===== config.mk =====
export PLATFORM = sky130hd
export DESIGN_NAME = tdm_demux
export DESIGN_NICKNAME = d
export VERILOG_FILES = /design/src/rtl/tdm_pkg.sv /design/src/rtl/tdm_slot_counter.sv /design/src/rtl/tdm_demux.sv
export SDC_FILE = /design/constraint.sdc
export NUM_CORES = 1
export LEC_CHECK = 0
export CORE_MARGIN = 1
export CORE_UTILIZATION = 55
export CTS_CLUSTER_DIAMETER = 60
export DETAILED_ROUTE_END_ITERATION = 6
export DONT_BUFFER_PORTS = 1
export GPL_ROUTABILITY_DRIVEN = 1
export GPL_TIMING_DRIVEN = 1
export PLACE_DENSITY = 0.73
export SLEW_MARGIN = 20
export SYNTH_ARGS = -nofsm -noshare
export SYNTH_HDL_FRONTEND = slang
export SYNTH_HIERARCHICAL = 1
export SYNTH_SLANG_ARGS = --single-unit

===== constraint.sdc =====
create_clock -name clk_311 -period 1.9 [get_ports clk_311]
set_clock_uncertainty 0.05 [all_clocks]
set_input_delay 0.57 -clock clk_311 [delete_from_list [all_inputs] [get_ports clk_311]]
set_output_delay 0.57 -clock clk_311 [all_outputs]
set_load 0.01 [all_outputs]

===== src/rtl/tdm_pkg.sv =====
// tdm_pkg: definitions shared by the TDM demux and the transmit mux chain.
package tdm_pkg;
    typedef enum logic [0:0] {IDLE, COLLECT} state_e;
    localparam int FS_SLOT = 0;
    function automatic int slot_w(input int ch);
        return $clog2(ch);
    endfunction
endpackage


===== src/rtl/tdm_slot_counter.sv =====
// tdm_slot_counter: slot index counter with clear, load-to-1, and increment that wraps at CH-1.
module tdm_slot_counter #(
    parameter int CH     = 4,
    parameter int SLOT_W = 2
) (
    input  logic              clk,
    input  logic              rst,
    input  logic              clr,
    input  logic              load1,
    input  logic              inc,
    output logic [SLOT_W-1:0] slot
);
    logic [SLOT_W-1:0] slot_q, slot_d;
    always_comb begin
        slot_d = clr ? '0 :
                 load1 ? SLOT_W'(1) :
                 inc ? ((int'(slot_q) == CH - 1) ? '0 : slot_q + SLOT_W'(1)) :
                 slot_q;
    end
    always_ff @(posedge clk) begin
        if (rst) slot_q <= '0;
        else     slot_q <= slot_d;
    end
    assign slot = slot_q;
endmodule


===== src/rtl/tdm_demux.sv =====
// tdm_demux: collects one word per TDM slot and presents whole frames on all channels at once.
// Optional TDM_DEMUX_PARITY_EN adds even-parity checking on each incoming word.
module tdm_demux
    import tdm_pkg::*;
#(
    parameter int CH = 4,
    parameter int W  = 8
) (
    input  logic                  clk_311,
    input  logic                  rst_311,
`ifdef TDM_DEMUX_PARITY_EN
    input  logic                  din_par_311,
    output logic                  par_err_311,
`endif
    input  logic [W-1:0]          din_311,
    input  logic                  din_valid_311,
    input  logic                  frame_start_311,
    output logic [CH*W-1:0]       dout_311,
    output logic                  dout_valid_311,
    output logic [slot_w(CH)-1:0] slot_311,
    output logic                  frame_err_311
);
    localparam int SLOT_W = slot_w(CH);
    state_e          state_q, state_d;
    logic [CH*W-1:0] shadow_q, shadow_d, dout_q, dout_d;
    logic            dv_q, dv_d, err_q, err_d, par_err_q, par_err_d;
    logic            par_bad, clr, load1, inc;
    logic [SLOT_W-1:0] slot;

    tdm_slot_counter #(.CH(CH), .SLOT_W(SLOT_W)) u_cnt (
        .clk(clk_311), .rst(rst_311), .clr(clr), .load1(load1), .inc(inc), .slot(slot)
    );

    always_comb begin
        state_d   = state_q;
        shadow_d  = shadow_q;
        dout_d    = dout_q;
        dv_d      = 1'b0;
        err_d     = err_q;
        par_err_d = par_err_q;
        clr       = 1'b0;
        load1     = 1'b0;
        inc       = 1'b0;
`ifdef TDM_DEMUX_PARITY_EN
        par_bad   = ^{din_311, din_par_311};
`else
        par_bad   = 1'b0;
`endif
        if (din_valid_311) begin
            if (par_bad) begin
                par_err_d = 1'b1;
                state_d   = IDLE;
                clr       = 1'b1;
            end else if (frame_start_311) begin
                // In COLLECT the slot is never 0, so any start here is early
                err_d = err_q | (state_q == COLLECT);
                shadow_d[FS_SLOT*W +: W] = din_311;
                load1   = 1'b1;
                state_d = COLLECT;
            end else if (state_q == IDLE) begin
                err_d = 1'b1;
            end else begin
                shadow_d[int'(slot)*W +: W] = din_311;
                inc = 1'b1;
                if (int'(slot) == CH - 1) begin
                    dout_d  = shadow_d;
                    dv_d    = 1'b1;
                    state_d = IDLE;
                end
            end
        end
    end

    always_ff @(posedge clk_311) begin
        if (rst_311) begin
            state_q   <= IDLE;
            shadow_q  <= '0;
            dout_q    <= '0;
            dv_q      <= 1'b0;
            err_q     <= 1'b0;
            par_err_q <= 1'b0;
        end else begin
            state_q   <= state_d;
            shadow_q  <= shadow_d;
            dout_q    <= dout_d;
            dv_q      <= dv_d;
            err_q     <= err_d;
            par_err_q <= par_err_d;
        end
    end

    assign dout_311       = dout_q;
    assign dout_valid_311 = dv_q;
    assign slot_311       = slot;
    assign frame_err_311  = err_q;
`ifdef TDM_DEMUX_PARITY_EN
    assign par_err_311    = par_err_q;
`endif
endmodule

### Word-level counts from Yosys, hierarchy flattened

Index checks and enable logic that the tools add are counted.

| storage, ports and cells | value |
|---|---|
| logic and storage cells | 43 |
| register bits | 69 |
| bits of input ports | 12 |
| output and inout port bits | 36 |

| operators by class | value |
|---|---|
| equal/unequal tests | 2 |
| shift-type cells | 2 |
| bitwise gates (word level) | 4 |
| muxes and demuxes | 17 |
| add/subtract/negate cells | 2 |
| reductions and logical operators | 8 |

Operator list:

| cell | number |
|---|---|
| 5-bit negation with 33-bit output | 1 |
| 8-bit by 33-bit variable shift with 32-bit output, first input constant | 1 |
| 8-bit by 33-bit variable part select with 32-bit output | 1 |
| 32-bit bitwise mux | 1 |
| 8-bit two-way mux | 2 |
| 1-bit two-way mux | 13 |
| 2-bit AND reduction | 2 |
| 4-bit AND reduction | 1 |
| 2-bit nonzero test | 2 |
| 4-bit OR reduction | 1 |
| 1-bit NOT | 3 |
| 3-bit AND reduction | 1 |
| 2-bit by 1-bit adder with 2-bit output, second input constant | 1 |
| 2-bit by 1-bit == test with 1-bit output, second input constant | 1 |
| 2-bit two-way mux | 1 |
| 2-bit != test, second input constant | 1 |
| 2-bit OR reduction | 1 |
| 1-bit bitwise OR | 1 |

### Depth between registers and ports, before layout

Gate-level depths: netlist (run 1).

| depth | value |
|---|---|
| depth after elaboration | 5 |
| mapped depth | 7 |
| gate-level depth less buffers | 5 |

### By module

Netlist (run 1), hierarchy kept.

Modules (own cells, without submodules):

| module | times used | cells an instance | seq. area each (µm²) | area an instance (µm²) |
|---|---|---|---|---|
| tdm_demux | 1 | 365 | 1341.3 | 3160.5 |
| tdm_slot_counter | 1 | 9 | 40.0 | 95.1 |

### Worst setup path after synthesis (run 1)

OpenSTA, ideal clock, no wires.

| timing | value |
|---|---|
| kind | reg2reg |
| from | register u_cnt.slot_q[0] (netlist: u_cnt/slot[0]) |
| to | register dout_q[24] (netlist: dout_311[24]) |
| data required time | 1.771 ns |
| slack | -0.218 ns |
| arrival | 1.989 ns |
| clock period less this slack | 2.118 ns |
| path buffers | 2 |
| library setup time | 0.079 ns |
| stages on the path, launching flop included | 8 |
| cell sequence | dfxtp_1 inv_1 ha_1 buf_6 nor4b_4 buf_6 nand3_1 a211oi_2 |

| on the way | value |
|---|---|
| longest elaborated chain between the ends | 3 |
| elaborated cells on any way between the ends | 6 |
| classes of those cells | 1 x add/sub; 1 x eq/ne; 2 x shift; 1 x mux; 1 x reduce/logical |

Ends and longest elaborated chain:

| element | RTL line | text |
|---|---|---|
| from (decl) | tdm_slot_counter.sv:13 | `logic [SLOT_W-1:0] slot_q, slot_d;` |
| from (signal assigned) | tdm_slot_counter.sv:22 | `else slot_q <= slot_d;` |
| 5-bit negation with 33-bit output | tdm_demux.sv:63 | `shadow_d[int'(slot)*W +: W] = din_311;` |
| 8-bit by 33-bit variable part select with 32-bit output or 8-bit by 33-bit variable shift with 32-bit output (tied branches) | tdm_demux.sv:63 |  |
| 32-bit bitwise mux | tdm_demux.sv:63 |  |
| to (signal assigned) | tdm_demux.sv:85 | `dout_q <= dout_d;` |
| to (decl) | tdm_demux.sv:25 | `logic [CH*W-1:0] shadow_q, shadow_d, dout_q, dout_d;` |

Several ways; a longest one is shown, not always the timed one.
A chain may end at the register's enable or synchronous reset.

### Final worst setup path (run 1)

| timing | value |
|---|---|
| from | register u_cnt.slot_q[0] (netlist: u_cnt/slot[0]) |
| to | register dout_q[0] (netlist: dout_311[0]) |

Same word-level chain as after synthesis.

==> run summary, run 1 <==
Status: finished clean
Reg2Reg Setup Slack: 0.1 ns
Pin count of the biggest net entering global routing: 64
Yosys warns: 6
Cells after Synth: 374
I/O pins: 48
Worst setup EP type: register
GR Util met1: 0.332
Detail Placement HPWL: 4870 µm
Global-route wire length before repair: 12300 µm
Chip width: 78.9 µm
Vias/cell: 6.26
Post-synth top area share: 0.424
Detailed Routing Iterations Pass 1: 5
Inserted Clock Buffers: 9
Reg power frac: 0.529
Worst Setup EP: dout_311[0]$_SDFFE_PP0P_
PortBufs: 0
Initial Util: 0.581
H-Tree Depth: 3
Pins Over Slew Limit: 0
Internal power: 2130 µW
Yosys top cell by area: dfxtp_1
Crit start category: register
EDFF count, synth: 0
Ant diodes: 0
Fin. Hold Viols: 0
Seq/Total Area, Yosys: 0.424
Die Height: 78.9 µm
NumNets Final: 384
Top Usage Layer GRT: met2
Post-DP Area: 3340 µm²
Area Growth Syn to Fin: 8.84%
Clock sinks: 69
CP required: 2.08 ns
#FFs+latches synth: 69
Share of cells above drive strength 1: 0.132
DRC Markers: 0
Fraction of registers with async set/reset: 0
CP max-delay cell: ha_1
Net load switching power: 658 µW
Die area: 6230 µm²
Final instance area: 3540 µm²
Gr usage total: 0.258
Final number of setup-violating endpoints: 0
Dominant cells by area after synthesis: dfxtp_1, a21oi_1, nor2_1
HP Class: in -> reg
Worst EP arrival: 1.98 ns
GR Overflow Total: 0
Postcts setup bufs: 0
CTS tree: built
CTS root buf: clkbuf_8
DR WL/cell: 17.1 µm
Antenna-violating nets left: 0
Max Clock Freq: 555 MHz
Tcrit/Tclk final: 0.949
Routed WL: 7580 µm
Core area: 5610 µm²
Mean post-synth cell area: 8.70 µm²
Met2 Resource Use GR: 0.407
Crit-path cells: inv_1 -> ha_1 -> and4bb_1 -> buf_12 -> a221oi_1 -> nor3_1
Clock Path Buffers: 2
Netlist Area Pre-Place: 3260 µm²
Combinational power share: 0.046
Final GP Congestion: 0.778
Minimum clock period after layout: 1.80 ns
Worst VDD drop: 0.485 mV
Synth cell types: 41
RR Startpoint: u_cnt/slot[0]$_SDFFE_PP0P_
Most numerous cell in the Yosys netlist: dfxtp_1
Post-synth top flop: dfxtp_1
Peak fanout along the critical path: 16
Clock-pin slew on the worst setup and hold paths: 0.07 ns
Worst-Skew Late Latency: 0.35 ns
Switching Fraction: 0.236
Top cells by count, synth: dfxtp_1, nor2_1, a21oi_1, nand3_1, nand2_1
CP max stage delay: 0.38 ns
Clock power frac: 0.425
Met3 Use GR: 0.0563
RSZ-0062 raised after global routing: false
Reg2reg end: dout_311[0]$_SDFFE_PP0P_
Setup_tns: 0 ns
Initial antenna violation count: 0
Maxcap violations: 0
Via count: 2767
Row cnt: 27
Leak pwr: 0.00116 µW
CP startpoint: u_cnt/slot[0]$_SDFFE_PP0P_
R2R depth: 6
Vias in the first global route: 2524
Worst Path Class, Setup: reg -> reg
DRT iter0 DRCs: 194
Pwr Density: 788 nW/µm²
==> metrics by stage <==
stage	power, µW	hold WS (ns)	setup WS (ns)	instances	util
final	2790	0.246	0.0967	442	0.632
after global routing	2910	0.237	0.0100	442	0.632
after CTS	2820	0.224	0.106	442	0.631
after detailed placement	1640	0.382	0.115	426	0.596
after global placement	1640	0.379	0.147	426	0.596
after floorplan	1650	0.377	0.0246	375	-
==> worst min-delay path by stage <==
stage	from	endpoint	slack [ns]	cells after the start
CTS	rst_311	shadow_q[10]$_SDFFE_PP0P_	0.22	1
detailed placement	shadow_q[9]$_SDFFE_PP0P_	shadow_q[9]$_SDFFE_PP0P_	0.38	2
floorplan	shadow_q[13]$_SDFFE_PP0P_	shadow_q[13]$_SDFFE_PP0P_	0.38	2
global route	rst_311	dout_311[3]$_SDFFE_PP0P_	0.24	1
finish	rst_311	dout_311[24]$_SDFFE_PP0P_	0.25	1
global placement	shadow_q[9]$_SDFFE_PP0P_	shadow_q[9]$_SDFFE_PP0P_	0.38	2
==> cell type report <==
| class | count | area, µm² |
|---|---|---|
| Multi-Input combinational cell | 261 | 1660 |
| Fill cell | 484 | 2060 |
| Clock buffer | 9 | 124 |
| Tap cell | 72 | 90.1 |
| Clock inverter | 7 | 75.1 |
| Sequential cell | 69 | 1390 |
| Timing Repair Buffer | 20 | 191 |
| Inverter | 4 | 15.0 |
==> power groups by stage <==
stage / logic (µW) / clock network (µW) / registers, µW
finish: 130 / 1190 / 1480
global route: 141 / 1290 / 1480
CTS: 130 / 1210 / 1480
detailed placement: 129 / 0 / 1510
global placement: 126 / 0 / 1510
floorplan: 139 / 0 / 1510
==> kinds of logic (layout without fill, tap and decap cells) <==
logic type / count (synthesis) / in the layout / synth area share
XOR/XNOR: 1 / 1 / 0.00269
flip-flops: 69 / 69 / 0.424
multiplexers: 1 / 1 / 0.00307
AND/OR/NAND/NOR: 167 / 167 / 0.286
buffers and inverters: 45 / 40 / 0.0665
other: 1 / 2 / 0.00115
adder cells (fa/ha/maj): 7 / 7 / 0.0269
AO/OA/AOI/OAI: 83 / 83 / 0.189
==> sequential cells by signal (all words and copies together), names as in the netlist <==
| signal | cells |
|---|---|
| dout_311 | 32 |
| state_q | 1 |
| dout_valid_311 | 1 |
| u_cnt/slot | 2 |
| frame_err_311 | 1 |
| shadow_q | 32 |
==> cells in the final DEF, fill, tap and decap left out, drive strengths merged, types with 7 or more instances in the layout <==
| cell type | Yosys | routed |
|---|---|---|
| nor2b | 10 | 10 |
| buf | 23 | 20 |
| o2bb2ai | 8 | 8 |
| a221oi | 9 | 9 |
| clkbuf | 18 | 9 |
| nand2b | 9 | 9 |
| nor3 | 16 | 16 |
| a21oi | 31 | 31 |
| dfxtp | 69 | 69 |
| nand3 | 29 | 29 |
| nand2 | 23 | 23 |
| and2 | 9 | 9 |
| a311oi | 17 | 17 |
| ha | 7 | 7 |
| nand4 | 9 | 9 |
| nor3b | 9 | 9 |
| a211oi | 15 | 15 |
| nor2 | 38 | 38 |
==> critical path: cells and delay by family, from the launching register on <==
kind	cells	cell delay (ns)
flops	1	0.35
fa+ha+maj	1	0.38
compound gates	1	0.34
buf+inv	2	0.21
simple gates	2	0.35
==> metal layers <==
layer,part of all wire,vias up
li1,-,1336
met4,0.025,0
met3,0.064,19
met1,0.43,1313
met5,0,-
met2,0.48,99
==> repair_timing <==
action	4_1_cts	5_1_grt
hold buffers	0	0
gates resized for setup	0	1
endpoints found under the setup margin	0	1
Power figures use the tool's default switching activity.
==> run 2: changes to the inputs <==
--- a/config.mk
+++ b/config.mk
@@ -12,6 +12,7 @@
 export DONT_BUFFER_PORTS = 1
 export GPL_ROUTABILITY_DRIVEN = 1
 export GPL_TIMING_DRIVEN = 1
+export HOLD_SLACK_MARGIN = 0.06
 export PLACE_DENSITY = 0.73
 export SLEW_MARGIN = 20
 export SYNTH_ARGS = -nofsm -noshare
==> results of run 2 <==
Final layout, timing and power as in run 1 (identical DEF).
==> run 3: changes to the inputs <==
--- a/config.mk
+++ b/config.mk
@@ -6,14 +6,13 @@
 export NUM_CORES = 1
 export LEC_CHECK = 0
 export CORE_MARGIN = 1
-export CORE_UTILIZATION = 55
+export CORE_UTILIZATION = 49
 export CTS_CLUSTER_DIAMETER = 60
 export DETAILED_ROUTE_END_ITERATION = 6
-export DONT_BUFFER_PORTS = 1
 export GPL_ROUTABILITY_DRIVEN = 1
 export GPL_TIMING_DRIVEN = 1
 export HOLD_SLACK_MARGIN = 0.06
-export PLACE_DENSITY = 0.73
+export PLACE_DENSITY = 0.76
 export SLEW_MARGIN = 20
 export SYNTH_ARGS = -nofsm -noshare
 export SYNTH_HDL_FRONTEND = slang
==> run summary, run 3 (synthesized netlist as in run 1, its figures left out) <==
Antenna-violating nets left: 0
Max Clock Freq: 536 MHz
Worst Setup EP: dout_311[17]
Final number of setup-violating endpoints: 0
Tcrit/Tclk final: 0.981
Pin count of the biggest net entering global routing: 26
Worst VDD drop: 0.444 mV
Inserted Clock Buffers: 9
Minimum clock period after layout: 1.86 ns
DRC Markers: 0
Peak fanout along the critical path: 2
Status: finished clean
Fin. Hold Viols: 0
I/O pins: 48
Die area: 6970 µm²
DRT iter0 DRCs: 195
Most frequent cells in the layout: dfxtp_1, buf_4, nor2_1, clkdlybuf4s50_1, a21oi_1
Core area: 6390 µm²
Crit-path cells: clkdlybuf4s50_1
R2R depth: 6
Crit start category: register
Worst Path Class, Setup: reg -> out
Reg2Reg Setup Slack: 0.08 ns
Clock sinks: 69
CP Buf/Inv Count: 1
CTS root buf: clkbuf_8
H-Tree Depth: 3
Maxcap violations: 0
Pins Over Slew Limit: 0
Ant diodes: 0
Vias in the first global route: 2768
Die Height: 83.5 µm
CP max-delay cell: clkdlybuf4s50_1
CP startpoint: dout_311[17]$_SDFFE_PP0P_
Pwr Density: 715 nW/µm²
Initial Util: 0.510
Row cnt: 29
Setup slack at placement: -0.346 ns
Vias/cell: 5.93
Worst path depth: 1
CTS tree: built
Fill count: 538
HP Class: reg -> reg
Share of cells above drive strength 1: 0.168
Postcts setup bufs: 0
Worst EP arrival: 1.24 ns
PortBufs: 47
Gr usage total: 0.250
Area Growth Syn to Fin: 30.5%
Routed WL: 8410 µm
Detailed Routing Iterations Pass 1: 6
Leading cell type in the layout, fill and taps excluded: dfxtp_1
Worst setup margin: 0.0357 ns
GR Overflow Total: 0
Detail Placement HPWL: 5930 µm
Clock Path Buffers: 2
Chip width: 83.5 µm
Clock-pin slew on the worst setup and hold paths: 0.07 ns
CP required: 1.28 ns
Global-route wire length before repair: 13800 µm
Final GP Congestion: 0.800
Worst setup EP type: output port
RSZ-0062 raised after global routing: false
RR Startpoint: u_cnt/slot[0]$_SDFFE_PP0P_
CP max stage delay: 0.56 ns
DR WL/cell: 16.2 µm
Reg2reg end: dout_311[2]$_SDFFE_PP0P_
Leak pwr: 0.00154 µW
Via count: 3073
Critical path's top delay family: buffers and inverters
Initial antenna violation count: 0
NumNets Final: 455
Power Total: 3040 µW
Worst-Skew Late Latency: 0.35 ns
[run 3: stage by stage]
step / hold slack, ns / area [µm²] / setup TNS (ns) / utilization / std cells
floorplan: 0.377 / 3260 / 0 / - / 375
global placement: 0.383 / 4020 / -6.58 / 0.629 / 502
detailed placement: 0.391 / 4020 / -8.49 / 0.629 / 502
CTS: 0.401 / 4240 / 0 / 0.663 / 518
global route: 0.424 / 4250 / 0 / 0.665 / 518
finish: 0.397 / 4250 / 0 / 0.665 / 518
[run 3: how the worst min path moves through the flow]
stage	endpoint	start	cells after the start	slack (ns)
6_report	shadow_q[12]$_SDFFE_PP0P_	shadow_q[12]$_SDFFE_PP0P_	2	0.40
5_1_grt	shadow_q[20]$_SDFFE_PP0P_	shadow_q[20]$_SDFFE_PP0P_	2	0.42
4_1_cts	shadow_q[12]$_SDFFE_PP0P_	shadow_q[12]$_SDFFE_PP0P_	2	0.40
3_5_place_dp	shadow_q[12]$_SDFFE_PP0P_	shadow_q[12]$_SDFFE_PP0P_	2	0.39
3_3_place_gp	shadow_q[9]$_SDFFE_PP0P_	shadow_q[9]$_SDFFE_PP0P_	2	0.38
2_1_floorplan	shadow_q[13]$_SDFFE_PP0P_	shadow_q[13]$_SDFFE_PP0P_	2	0.38
[run 3: power breakdown]
part	switching (µW)	internal [µW]	leakage, µW	total (µW)
combinational	137	111	0.000878	248
clock	554	759	0.000108	1310
sequential	15.3	1460	0.000559	1480
[run 3: layer usage]
metal | GRT usage | vias up | routed length, µm
met2 | 0.412 | 125 | 4200
met4 | 0.108 | 0 | 160
li1 | - | 1478 | -
met5 | 0 | - | 0
met1 | 0.323 | 1455 | 3590
met3 | 0.0445 | 15 | 469
[run 3: area by class of cell]
type	count	area, µm²	area share
clock inverters	2	37.5	0.00883
inverters	4	15.0	0.00353
multi-input cells	261	1670	0.392
repair buffers	91	863	0.203
well taps	77	96.3	0.0227
clock buffers	14	184	0.0433
flip-flops and latches	69	1390	0.326
[run 3: repair_timing]
item                       4_1_cts  5_1_grt
gates cloned                     0        0
hold endpoints to repair         0        0
gates resized for setup          5        5
setup endpoints to repair        7        7
hold buffers                     0        0
